==> src/rtl/uart_tx_arbiter_if.sv <==
// Requester byte streams and UART TX handshake shared by the arbiter and its environment.
// Signal names carry the arbiter's direction: i_ into the arbiter, o_ out of it.
interface uart_tx_arbiter_if #(
    parameter int unsigned N_REQ = 4
);
    logic [N_REQ-1:0]   i_req_valid;
    logic [8*N_REQ-1:0] i_req_data;
    logic [N_REQ-1:0]   i_req_last;
    logic [N_REQ-1:0]   o_req_ready;
    logic               o_tx_dv;
    logic [7:0]         o_tx_byte;
    logic               i_tx_active;
    logic               i_tx_done;

    modport master (
        input  i_req_valid, i_req_data, i_req_last, i_tx_active, i_tx_done,
        output o_req_ready, o_tx_dv, o_tx_byte
    );

    modport slave (
        output i_req_valid, i_req_data, i_req_last, i_tx_active, i_tx_done,
        input  o_req_ready, o_tx_dv, o_tx_byte
    );
endinterface

==> src/rtl/uart_tx_arbiter.sv <==
// Round-robin arbiter sharing one UART TX among N_REQ byte streams, with packet lock,
// burst limit and a watchdog that recovers from a TX that never reports done.
module uart_tx_arbiter #(
    parameter int unsigned N_REQ        = 4,
    parameter int unsigned MAX_BURST    = 16,
    parameter int unsigned TIMEOUT_CLKS = 2604
) (
    input  logic              clk,
    input  logic              rst_n,
    uart_tx_arbiter_if.master bus,
    output logic [2:0]        o_grant_id,
    output logic              o_busy,
    output logic              o_timeout
);
    localparam int unsigned WD_W = $clog2(TIMEOUT_CLKS + 1);

    typedef enum logic [1:0] {IDLE, ACCEPT, LAUNCH, WAIT_DONE} state_t;

    state_t          r_state;
    logic [2:0]      r_ptr;
    logic [2:0]      r_grant;
    logic [7:0]      r_burst;
    logic [WD_W-1:0] r_wd;
    logic            r_last;
    logic [7:0]      r_tx_byte;
    logic            r_tx_dv;
    logic            r_busy;
    logic            r_timeout;

    logic [2*N_REQ-1:0] w_dbl;
    logic [N_REQ-1:0]   w_rot;
    logic [2:0]         w_off;
    logic [3:0]         w_sum;
    logic [2:0]         w_sel;
    logic               w_any;
    logic               w_g_valid;
    logic [7:0]         w_g_data;
    logic               w_g_last;
    logic [2:0]         w_next_ptr;
    logic               w_more;

    // Rotate valids so bit 0 is the pointer position; lowest set bit wins.
    always_comb begin
        w_dbl = {bus.i_req_valid, bus.i_req_valid} >> r_ptr;
        w_rot = w_dbl[N_REQ-1:0];
        w_any = 1'b0;
        w_off = '0;
        for (int unsigned j = 0; j < N_REQ; j++) begin
            if (w_rot[j] && !w_any) begin
                w_any = 1'b1;
                w_off = 3'(j);
            end
        end
        w_sum = {1'b0, r_ptr} + {1'b0, w_off};
        w_sel = (w_sum >= 4'(N_REQ)) ? 3'(w_sum - 4'(N_REQ)) : w_sum[2:0];
    end

    always_comb begin
        w_g_valid       = 1'b0;
        w_g_data        = '0;
        w_g_last        = 1'b0;
        bus.o_req_ready = '0;
        for (int unsigned k = 0; k < N_REQ; k++) begin
            if (r_grant == 3'(k)) begin
                w_g_valid          = bus.i_req_valid[k];
                w_g_data           = bus.i_req_data[8*k +: 8];
                w_g_last           = bus.i_req_last[k];
                bus.o_req_ready[k] = (r_state == ACCEPT) && bus.i_req_valid[k];
            end
        end
        w_next_ptr = (r_grant == 3'(N_REQ - 1)) ? '0 : r_grant + 3'd1;
        w_more     = !r_last && (r_burst < 8'(MAX_BURST)) && w_g_valid;
    end

    always_ff @(posedge clk or negedge rst_n) begin
        if (!rst_n) begin
            r_state   <= IDLE;
            r_ptr     <= '0;
            r_grant   <= '0;
            r_burst   <= '0;
            r_wd      <= '0;
            r_last    <= 1'b0;
            r_tx_byte <= '0;
            r_tx_dv   <= 1'b0;
            r_busy    <= 1'b0;
            r_timeout <= 1'b0;
        end else begin
            r_tx_dv   <= 1'b0;
            r_timeout <= 1'b0;
            case (r_state)
                IDLE: begin
                    if (w_any && !bus.i_tx_active) begin
                        r_grant <= w_sel;
                        r_burst <= '0;
                        r_busy  <= 1'b1;
                        r_state <= ACCEPT;
                    end
                end
                ACCEPT: begin
                    if (w_g_valid) begin
                        r_tx_byte <= w_g_data;
                        r_last    <= w_g_last;
                        if (r_burst < 8'(MAX_BURST)) r_burst <= r_burst + 8'd1;
                        r_tx_dv   <= 1'b1;
                        r_state   <= LAUNCH;
                    end else begin
                        r_busy  <= 1'b0;
                        r_state <= IDLE;
                    end
                end
                LAUNCH: begin
                    // The dv cycle itself counts toward the timeout window.
                    r_wd    <= WD_W'(1);
                    r_state <= WAIT_DONE;
                end
                WAIT_DONE: begin
                    if (bus.i_tx_done) begin
                        if (w_more) begin
                            r_state <= ACCEPT;
                        end else begin
                            r_ptr   <= w_next_ptr;
                            r_busy  <= 1'b0;
                            r_state <= IDLE;
                        end
                    end else if (r_wd == WD_W'(TIMEOUT_CLKS - 1)) begin
                        r_timeout <= 1'b1;
                        r_ptr     <= w_next_ptr;
                        r_busy    <= 1'b0;
                        r_state   <= IDLE;
                    end else begin
                        r_wd <= r_wd + WD_W'(1);
                    end
                end
                default: r_state <= IDLE;
            endcase
        end
    end

    assign bus.o_tx_dv   = r_tx_dv;
    assign bus.o_tx_byte = r_tx_byte;
    assign o_grant_id    = r_grant;
    assign o_busy        = r_busy;
    assign o_timeout     = r_timeout;
endmodule

==> src/flat_wrapper.sv <==
// flat-port wrapper written by rule: the top's interface ports become plain ports
module uart_tx_arbiter_flat 
#(
    parameter int unsigned N_REQ        = 4,
    parameter int unsigned MAX_BURST    = 16,
    parameter int unsigned TIMEOUT_CLKS = 2604
)
  (clk, rst_n, o_grant_id, o_busy, o_timeout, bus_i_req_valid, bus_i_req_data, bus_i_req_last, bus_i_tx_active, bus_i_tx_done, bus_o_req_ready, bus_o_tx_dv, bus_o_tx_byte);
  uart_tx_arbiter_if #(.N_REQ(N_REQ)) bus_i ();
  input  logic clk;
  input  logic rst_n;
  output logic [2:0] o_grant_id;
  output logic o_busy;
  output logic o_timeout;
  input wire logic [$bits(bus_i.i_req_valid)-1:0] bus_i_req_valid;
  input wire logic [$bits(bus_i.i_req_data)-1:0] bus_i_req_data;
  input wire logic [$bits(bus_i.i_req_last)-1:0] bus_i_req_last;
  input wire logic [$bits(bus_i.i_tx_active)-1:0] bus_i_tx_active;
  input wire logic [$bits(bus_i.i_tx_done)-1:0] bus_i_tx_done;
  output wire logic [$bits(bus_i.o_req_ready)-1:0] bus_o_req_ready;
  output wire logic [$bits(bus_i.o_tx_dv)-1:0] bus_o_tx_dv;
  output wire logic [$bits(bus_i.o_tx_byte)-1:0] bus_o_tx_byte;
  assign bus_i.i_req_valid = bus_i_req_valid;
  assign bus_i.i_req_data = bus_i_req_data;
  assign bus_i.i_req_last = bus_i_req_last;
  assign bus_i.i_tx_active = bus_i_tx_active;
  assign bus_i.i_tx_done = bus_i_tx_done;
  assign bus_o_req_ready = bus_i.o_req_ready;
  assign bus_o_tx_dv = bus_i.o_tx_dv;
  assign bus_o_tx_byte = bus_i.o_tx_byte;
  uart_tx_arbiter #(.N_REQ(N_REQ), .MAX_BURST(MAX_BURST), .TIMEOUT_CLKS(TIMEOUT_CLKS)) u_core (.clk(clk), .rst_n(rst_n), .bus(bus_i), .o_grant_id(o_grant_id), .o_busy(o_busy), .o_timeout(o_timeout));
endmodule
==> config.mk <==
export PLATFORM = sky130hd
export DESIGN_NAME = uart_tx_arbiter_flat
export DESIGN_NICKNAME = d
export VERILOG_FILES = /design/src/rtl/uart_tx_arbiter_if.sv /design/src/rtl/uart_tx_arbiter.sv /design/src/flat_wrapper.sv
export SDC_FILE = /design/constraint.sdc
export NUM_CORES = 1
export LEC_CHECK = 0
export BUFFER_PORTS_ARGS = -buffer_cell sky130_fd_sc_hd__buf_2
export CORE_MARGIN = 10
export CORE_UTILIZATION = 55
export CTS_BUF_LIST = sky130_fd_sc_hd__clkbuf_8
export CTS_CLUSTER_SIZE = 12
export DETAILED_ROUTE_END_ITERATION = 10
export GPL_TIMING_DRIVEN = 0
export HOLD_SLACK_MARGIN = 0.15
export PLACE_DENSITY = 0.82
export SYNTH_ARGS = -nofsm -noshare
export SYNTH_HDL_FRONTEND = slang
export SYNTH_SLANG_ARGS = --single-unit
==> constraint.sdc <==
create_clock -name clk -period 2.9 [get_ports clk]
set_clock_uncertainty 0.05 [all_clocks]
set_input_delay 0 -clock clk [delete_from_list [all_inputs] [get_ports clk]]
set_output_delay 0 -clock clk [all_outputs]
set_load 0.01 [all_outputs]
==> impl_metrics.py, run 1 <==
metrics = {
    "clock_network": {
        "cts_sinks": 40,
        "clockBufferDepth": 2,
        "numCtsBuffers": 5,
        "clkLatencyLatePin_ns": 0.30,
        "clkTransAtPathRegs_ns": 0.09,
        "htreeDepth": 2,
        "cts_root_buf": "clkbuf_8",
        "cts_tree": "yes",
    },
    "global_routing": {
        "grt_overflow": 0,
        "grt_pass1_wl_um": 11400,
        "grt_max_degree": 41,
        "grt_antenna_before_repair": 0,
        "grt_pass1_vias": 2527,
        "grt_usage_pct": 17.8,
    },
    "drt": {
        "vias": 2419,
        "avgRoutedWirePerCell_um": 15.9,
        "drtAntennaViolNets": 0,
        "drtIter0Drc": 161,
        "vias_per_cell": 5.83,
        "remaining_drc_errors": 0,
        "dr.pass1.iters": 4,
        "routed_wl_um": 6600,
    },
    "synth": {
        "yosys_warnings": 0,
        "ys_seq_area_share_pct": 39.7,
        "synth.distinct_cells": 52,
        "synth_area_per_cell_sq_um": 9.21,
        "yosys-top-cells-count": "dfrtp_1, nor2_1, a21oi_1, nand2_1, ha_1",
        "synth-seq-cells": 40,
        "async_reset_ff_share_pct": 100,
        "synth.area.top_cells": "dfrtp_1, ha_1, nor2_1, a21oi_1, a211oi_1",
        "synth_area_leader_cell": "dfrtp_1",
        "synth_top_area_share_pct": 39.7,
        "synth_cells": 274,
        "ys.flop_type": "dfrtp_1",
        "yosysMostFrequentCell": "dfrtp_1",
        "synth_edf_count": 0,
        "syn_area_sq_um": 2520,
        "syn-num-nets": 331,
    },
    "sta": {
        "period_needed_ns": 2.63,
        "setup_tns_ns": 0,
        "max_freq_ghz": 0.381,
        "worst_pin_slew_ns": 0.879,
        "slew_viol_final": 0,
        "finalSetupViolCount": 0,
        "rsz0062_at_grt": "no",
        "hold_ws_ns": 0.216,
        "maxSlewHeadroom_pct": 41.4,
        "finalCritPeriodShare_pct": 90.5,
        "final_hold_viol_count": 0,
    },
    "die": {
        "pin_count": 62,
        "row_count": 24,
        "die_h_um": 87.7,
        "start_util_pct": 57.5,
        "fp.dieArea_sq_um": 7690,
        "core-area_sq_um": 4380,
        "fp.dieW_um": 87.7,
    },
    "layout": {
        "multi_input_area_sq_um": 1430,
        "drive_gt1_share_pct": 23.4,
        "diodes": 0,
        "fin_nets": 419,
        "regArea_sq_um": 1000,
        "fill_cells": 318,
        "areaGrowthSynthToFinish_pct": 27.1,
    },
    "place": {
        "portBuffers": 61,
        "dp_hpwl_um": 4820,
        "gp_congestion": 0.848,
    },
    "critical_path": {
        "critPathMostFrequentCell": "a21oi_1",
        "worst_setup_path_end_kind": "register",
        "startpoint_type": "register",
        "worst_path_largest_cell_delay_ns": 0.58,
        "path_class": "reg -> reg",
        "required_ns": 3.09,
        "worstPathCellList": "inv_1 > ha_1 > nor3b_4 > a22oi_1 > a211oi_1 > a21oi_1 > dlygate4sd3_1 > a21oi_1",
        "path_max_fanout": 10,
        "arrival_ns": 2.81,
        "crit_slowest_cell": "dlygate4sd3_1",
        "crit_buf_inv": 2,
        "cp_top_family": "compound AO/OA/AOI/OAI gates",
    },
    "power_and_ir_drop": {
        "max-vdd-ir-drop_uv": 613,
        "p_sw_share_pct": 42.6,
        "leakage_nw": 1.50,
        "p_comb_share_pct": 55.4,
        "p_int_w": 0.00172,
        "p_per_area_nw_per_um2": 936,
        "switchingPower_w": 0.00128,
        "power_frac_clock_pct": 15.5,
        "seq_power_share_pct": 29.1,
    },
    "job": {
        "maxCapViolations": 0,
    },
    "status": {
        "status": "finished clean",
    },
    "hold_path": {
        "hold_class": "in -> reg",
    },
}
[area by class of cell]
| type | instances | share of cell area, % |
|---|---|---|
| plain buffers | 13 | 1.76 |
| clock buffers | 5 | 2.15 |
| clock inverters | 3 | 1.33 |
| inverters | 9 | 1.05 |
| multi-input cells | 212 | 44.7 |
| flip-flops and latches | 40 | 31.2 |
| well taps | 52 | 2.03 |
| repair buffers | 81 | 15.8 |
[layout by cell type (no fill, tap or decap), types with 4 or more instances in the layout]
| cell type | netlist | layout |
|---|---|---|
| xor2_1 | 8 | 8 |
| o21ai_0 | 10 | 10 |
| nor2_1 | 37 | 37 |
| a22oi_1 | 9 | 9 |
| o31ai_1 | 6 | 6 |
| buf_2 | 4 | 65 |
| a21oi_1 | 25 | 25 |
| dlygate4sd3_1 | 0 | 20 |
| nand2_1 | 15 | 15 |
| a211oi_1 | 11 | 11 |
| nand3_1 | 6 | 6 |
| o2111ai_1 | 5 | 5 |
| and3_1 | 8 | 8 |
| dfrtp_1 | 40 | 40 |
| nor2b_1 | 4 | 4 |
| nand2b_1 | 7 | 7 |
| clkbuf_8 | 0 | 5 |
| ha_1 | 12 | 12 |
| clkbuf_1 | 9 | 7 |
| inv_1 | 9 | 9 |
[worst reg2reg max path, delay by kind of cell, from the launching register on]
family	cells	cell delay (ns)
flops	1	0.43
fa+ha+maj	1	0.19
buf+inv	2	0.70
compound gates	4	0.76
simple gates	1	0.43
[power groups by stage]
stage	sequential, W	combinational, W	clock, W
floorplan	0.000888	0.00104	0
global placement	0.000872	0.00141	0
detailed placement	0.000880	0.00147	0
CTS	0.000872	0.00163	0.000465
global route	0.000898	0.00186	0.000484
finish	0.000874	0.00166	0.000464
[path summary, 6_finish.rpt]
check	start	end	slack [ns]	cells after the start
worst max-delay path	u_core.o_grant_id[0]	u_core.bus.o_tx_byte[5]	0.27	8
worst min-delay path	bus_i_req_valid[3]	u_core.o_grant_id[0]	0.22	5
worst max register to register	u_core.o_grant_id[0]	u_core.bus.o_tx_byte[5]	0.27	8
worst min register to register	u_core.r_burst[7]	u_core.r_burst[7]	0.45	1
max in group asynchronous	rst_n	u_core.r_wd[10]	1.95	2
min in group asynchronous	rst_n	u_core.r_burst[0]	0.30	2
[repair_timing]
item / 4_1_cts / 5_1_grt
endpoints found under the hold margin: 51 / 0
resized for setup: 0 / 4
hold buffers: 20 / 0
buffers inserted: 0 / 0
setup endpoints to repair: 0 / 2
[cells by family (layout without fill, tap and decap cells)]
logic type      after synthesis  count (layout)  synth area share (%)
simple gates                101             101                  22.1
buf+inv                      22             111                  3.47
flops                        40              40                  39.7
fa+ha+maj                    13              13                  6.75
mux                           6               6                  2.58
xor+xnor                     10              10                  3.47
compound gates               82              82                  22.0
[per-stage QoR]
step,utilization (%),cell area [sq um],instances,power [W],setup slack [ns]
6_report,73.1,3210,415,0.00300,0.275
5_1_grt,73.1,3210,415,0.00324,0.0603
4_1_cts,73.1,3200,415,0.00297,0.261
3_5_place_dp,66.0,2890,387,0.00235,0.517
3_3_place_gp,66.0,2890,387,0.00229,0.530
2_1_floorplan,-,2520,274,0.00193,0.744
[registers in the layout, summed over array words and instances (netlist names), named ones only]
signal,flops
u_core.o_timeout,1
u_core.r_state,1
u_core.r_ptr,3
u_core.r_last,1
u_core.r_wd,12
u_core.bus.o_tx_dv,1
u_core.r_burst,8
u_core.bus.o_tx_byte,8
u_core.o_busy,1
u_core.o_grant_id,3
[layer usage]
metal | GRT usage (%) | part of all wire [%] | wire length [um]
met1 | 21.2 | 43 | 2810
met2 | 29.3 | 48 | 3150
met3 | 6.59 | 8.1 | 536
met4 | 4.93 | 1.5 | 102
met5 | 0 | 0 | 0
(Power assumes the default switching activity.)
==> inputs of run 2 (changes only) <==
--- a/config.mk
+++ b/config.mk
@@ -13,7 +13,7 @@
 export DETAILED_ROUTE_END_ITERATION = 10
 export GPL_TIMING_DRIVEN = 0
 export HOLD_SLACK_MARGIN = 0.15
-export PLACE_DENSITY = 0.82
+export PLACE_DENSITY = 0.78
 export SYNTH_ARGS = -nofsm -noshare
 export SYNTH_HDL_FRONTEND = slang
 export SYNTH_SLANG_ARGS = --single-unit
==> run 2 against run 1 <==
Effect of this change:
- hold slack got worse by 0.019 ns
- critical endpoint is now u_core.bus.o_tx_byte[7]
- utilization decreased by 0.086 points
- maximum frequency decreased by 0.58%
- count of clock-buffer cells in the layout increased by 2
- largest cell class unchanged
- first-iteration DRC count decreased by 50%
- flip-flop and latch count unchanged
- cell count decreased by 0.24%
- register-to-register slack got worse by 0.02 ns
- sequential share of layout area about the same
- non-clock buffer count decreased by 2
- sequential power increased by 0.5%
==> impl_metrics.py, run 2 (synthesized netlist as in run 1, its figures left out) <==
metrics = {
    "hold_path": {
        "worstHoldStart": "bus_i_req_data[21]",
        "whs_path_depth": 5,
        "hold_path_end": "u_core.bus.o_tx_byte[5]",
        "hold_class": "in -> reg",
    },
    "layout": {
        "final_area_sq_um": 3200,
        "final_cell_mix": "buf_2, dfrtp_1, nor2_1, a21oi_1, dlygate4sd3_1",
        "largest_reg_flops": 12,
        "drive_gt1_share_pct": 23.3,
        "fill_cells": 319,
        "fin_nets": 417,
        "areaGrowthSynthToFinish_pct": 27.0,
        "final_util_pct": 73.1,
        "final_common_cell": "buf_2",
        "top_register": "u_core.r_wd",
    },
    "clock_network": {
        "htreeDepth": 2,
        "clkTransAtPathRegs_ns": 0.08,
        "numCtsBuffers": 5,
        "cts_tree": "yes",
        "clockBufferDepth": 2,
        "postCtsSetupRepairBufs": 0,
        "cts_root_buf": "clkbuf_8",
        "cts_sinks": 40,
        "clkLatencyLatePin_ns": 0.28,
    },
    "sta": {
        "final_hold_viol_count": 0,
        "period_needed_ns": 2.64,
        "maxSlewHeadroom_pct": 40.0,
        "setup_tns_ns": 0,
        "slew_viol_final": 0,
        "finalSetupViolCount": 0,
        "rsz0062_at_grt": "no",
        "worst_pin_slew_ns": 0.900,
        "fin_ws_ns": 0.260,
        "finalCritPeriodShare_pct": 91.0,
        "max_freq_ghz": 0.379,
        "hold_ws_ns": 0.197,
    },
    "drt": {
        "drtAntennaViolNets": 0,
        "vias_per_cell": 5.80,
        "routed_wl_um": 6650,
        "drtIter0Drc": 80,
        "remaining_drc_errors": 0,
        "vias": 2400,
        "dr.pass1.iters": 4,
        "avgRoutedWirePerCell_um": 16.1,
    },
    "place": {
        "place_ws_ns": 0.450,
        "gp_congestion": 0.829,
        "dp_hpwl_um": 4740,
        "place_area_sq_um": 2890,
        "portBuffers": 61,
    },
    "critical_path": {
        "r2r-start": "u_core.o_grant_id[0]",
        "critPathMostFrequentCell": "a21oi_1",
        "worst_path_largest_cell_delay_ns": 0.56,
        "r2r_slack_ns": 0.26,
        "worstPathCellList": "inv_1 > ha_1 > nand2b_1 > clkbuf_1 > clkbuf_2 > a211oi_1 > a21oi_1 > dlygate4sd3_1 > a21oi_1",
        "rr_worst_depth": 9,
        "startpoint_type": "register",
        "cp_top_family": "buffers and inverters",
        "timing.rr.end": "u_core.bus.o_tx_byte[7]",
        "path_class": "reg -> reg",
        "worst_setup_path_end_kind": "register",
        "crit_slowest_cell": "dlygate4sd3_1",
        "crit_buf_inv": 4,
        "arrival_ns": 2.74,
        "required_ns": 3.00,
        "path_max_fanout": 10,
    },
    "power_and_ir_drop": {
        "leakage_nw": 1.50,
        "p_per_area_nw_per_um2": 934,
        "max-vdd-ir-drop_uv": 601,
    },
    "job": {
        "maxCapViolations": 0,
    },
    "global_routing": {
        "grt_antenna_before_repair": 0,
        "grt_max_degree": 41,
        "grt_pass1_wl_um": 11500,
        "grt_usage_pct": 17.9,
        "grt_overflow": 0,
        "grt_pass1_vias": 2488,
    },
    "die": {
        "pin_count": 62,
        "fp.dieArea_sq_um": 7690,
        "fp.dieW_um": 87.7,
        "row_count": 24,
        "start_util_pct": 57.5,
        "core-area_sq_um": 4380,
        "die_h_um": 87.7,
    },
    "status": {
        "status": "finished clean",
    },
}
==> run 2: repair_timing <==
action,CTS,global route
endpoints found under the hold margin,50,0
hold buffers,18,0
setup endpoints to repair,0,6
resized for setup,0,2
==> run 2: how the worst max path moves through the flow <==
stage	startpoint	endpoint	slack, ns	depth (start not counted)
4_1_cts	u_core.o_grant_id[0]	u_core.bus.o_tx_byte[7]	0.15	9
6_report	u_core.o_grant_id[0]	u_core.bus.o_tx_byte[7]	0.26	9
2_1_floorplan	u_core.r_ptr[0]	u_core.o_grant_id[1]	0.74	6
5_1_grt	u_core.o_grant_id[1]	u_core.bus.o_tx_byte[2]	0.005	9
3_3_place_gp	u_core.r_ptr[0]	u_core.o_grant_id[1]	0.55	6
3_5_place_dp	u_core.r_ptr[0]	u_core.o_grant_id[1]	0.45	6
==> run 2: power by group <==
part / internal, W / leakage (nW) / switching [W]
sequential: 0.000718 / 0.514 / 0.000159
combinational: 0.000718 / 0.921 / 0.000899
clock: 0.000304 / 0.0645 / 0.000193
==> run 2: layout make-up <==
| type | count | area [sq um] | share of cell area, % |
|---|---|---|---|
| Buffer | 13 | 55.1 | 1.72 |
| Clock buffer | 7 | 96.3 | 3.01 |
| Inverter | 9 | 33.8 | 1.05 |
| Multi-Input combinational cell | 212 | 1430 | 44.8 |
| Sequential cell | 40 | 1000 | 31.3 |
| Antenna cell | 1 | 2.50 | 0.0781 |
| Clock inverter | 1 | 30.0 | 0.938 |
| Timing Repair Buffer | 79 | 485 | 15.2 |
| Tap cell | 52 | 65.1 | 2.03 |
==> run 2: layer usage <==
metal  vias to the layer above  wire (um)  global-route usage [%]  part of all wire (%)
met5                         -          0                       0                     0
met4                         0        108                    5.36                   1.6
met3                        12        451                    6.50                   6.8
met2                        80       3090                    27.8                    46
met1                      1129       3000                    22.8                    45
li1                       1179          -                       -                     -
==> run 2: worst reg2reg max path, cell delays in order, from the launching register on <==
cell and delay, ns:
dfrtp_1 0.44, inv_1 0.11, ha_1 0.25, nand2b_1 0.08, clkbuf_1 0.37, clkbuf_2 0.32, a211oi_1 0.12, a21oi_1 0.13
dlygate4sd3_1 0.56, a21oi_1 0.06
==> run 2: per-stage QoR <==
step	instances	power (W)
global placement	387	0.00230
CTS	413	0.00298
detailed placement	387	0.00234
global route	413	0.00325
finish	414	0.00299
floorplan	274	0.00193
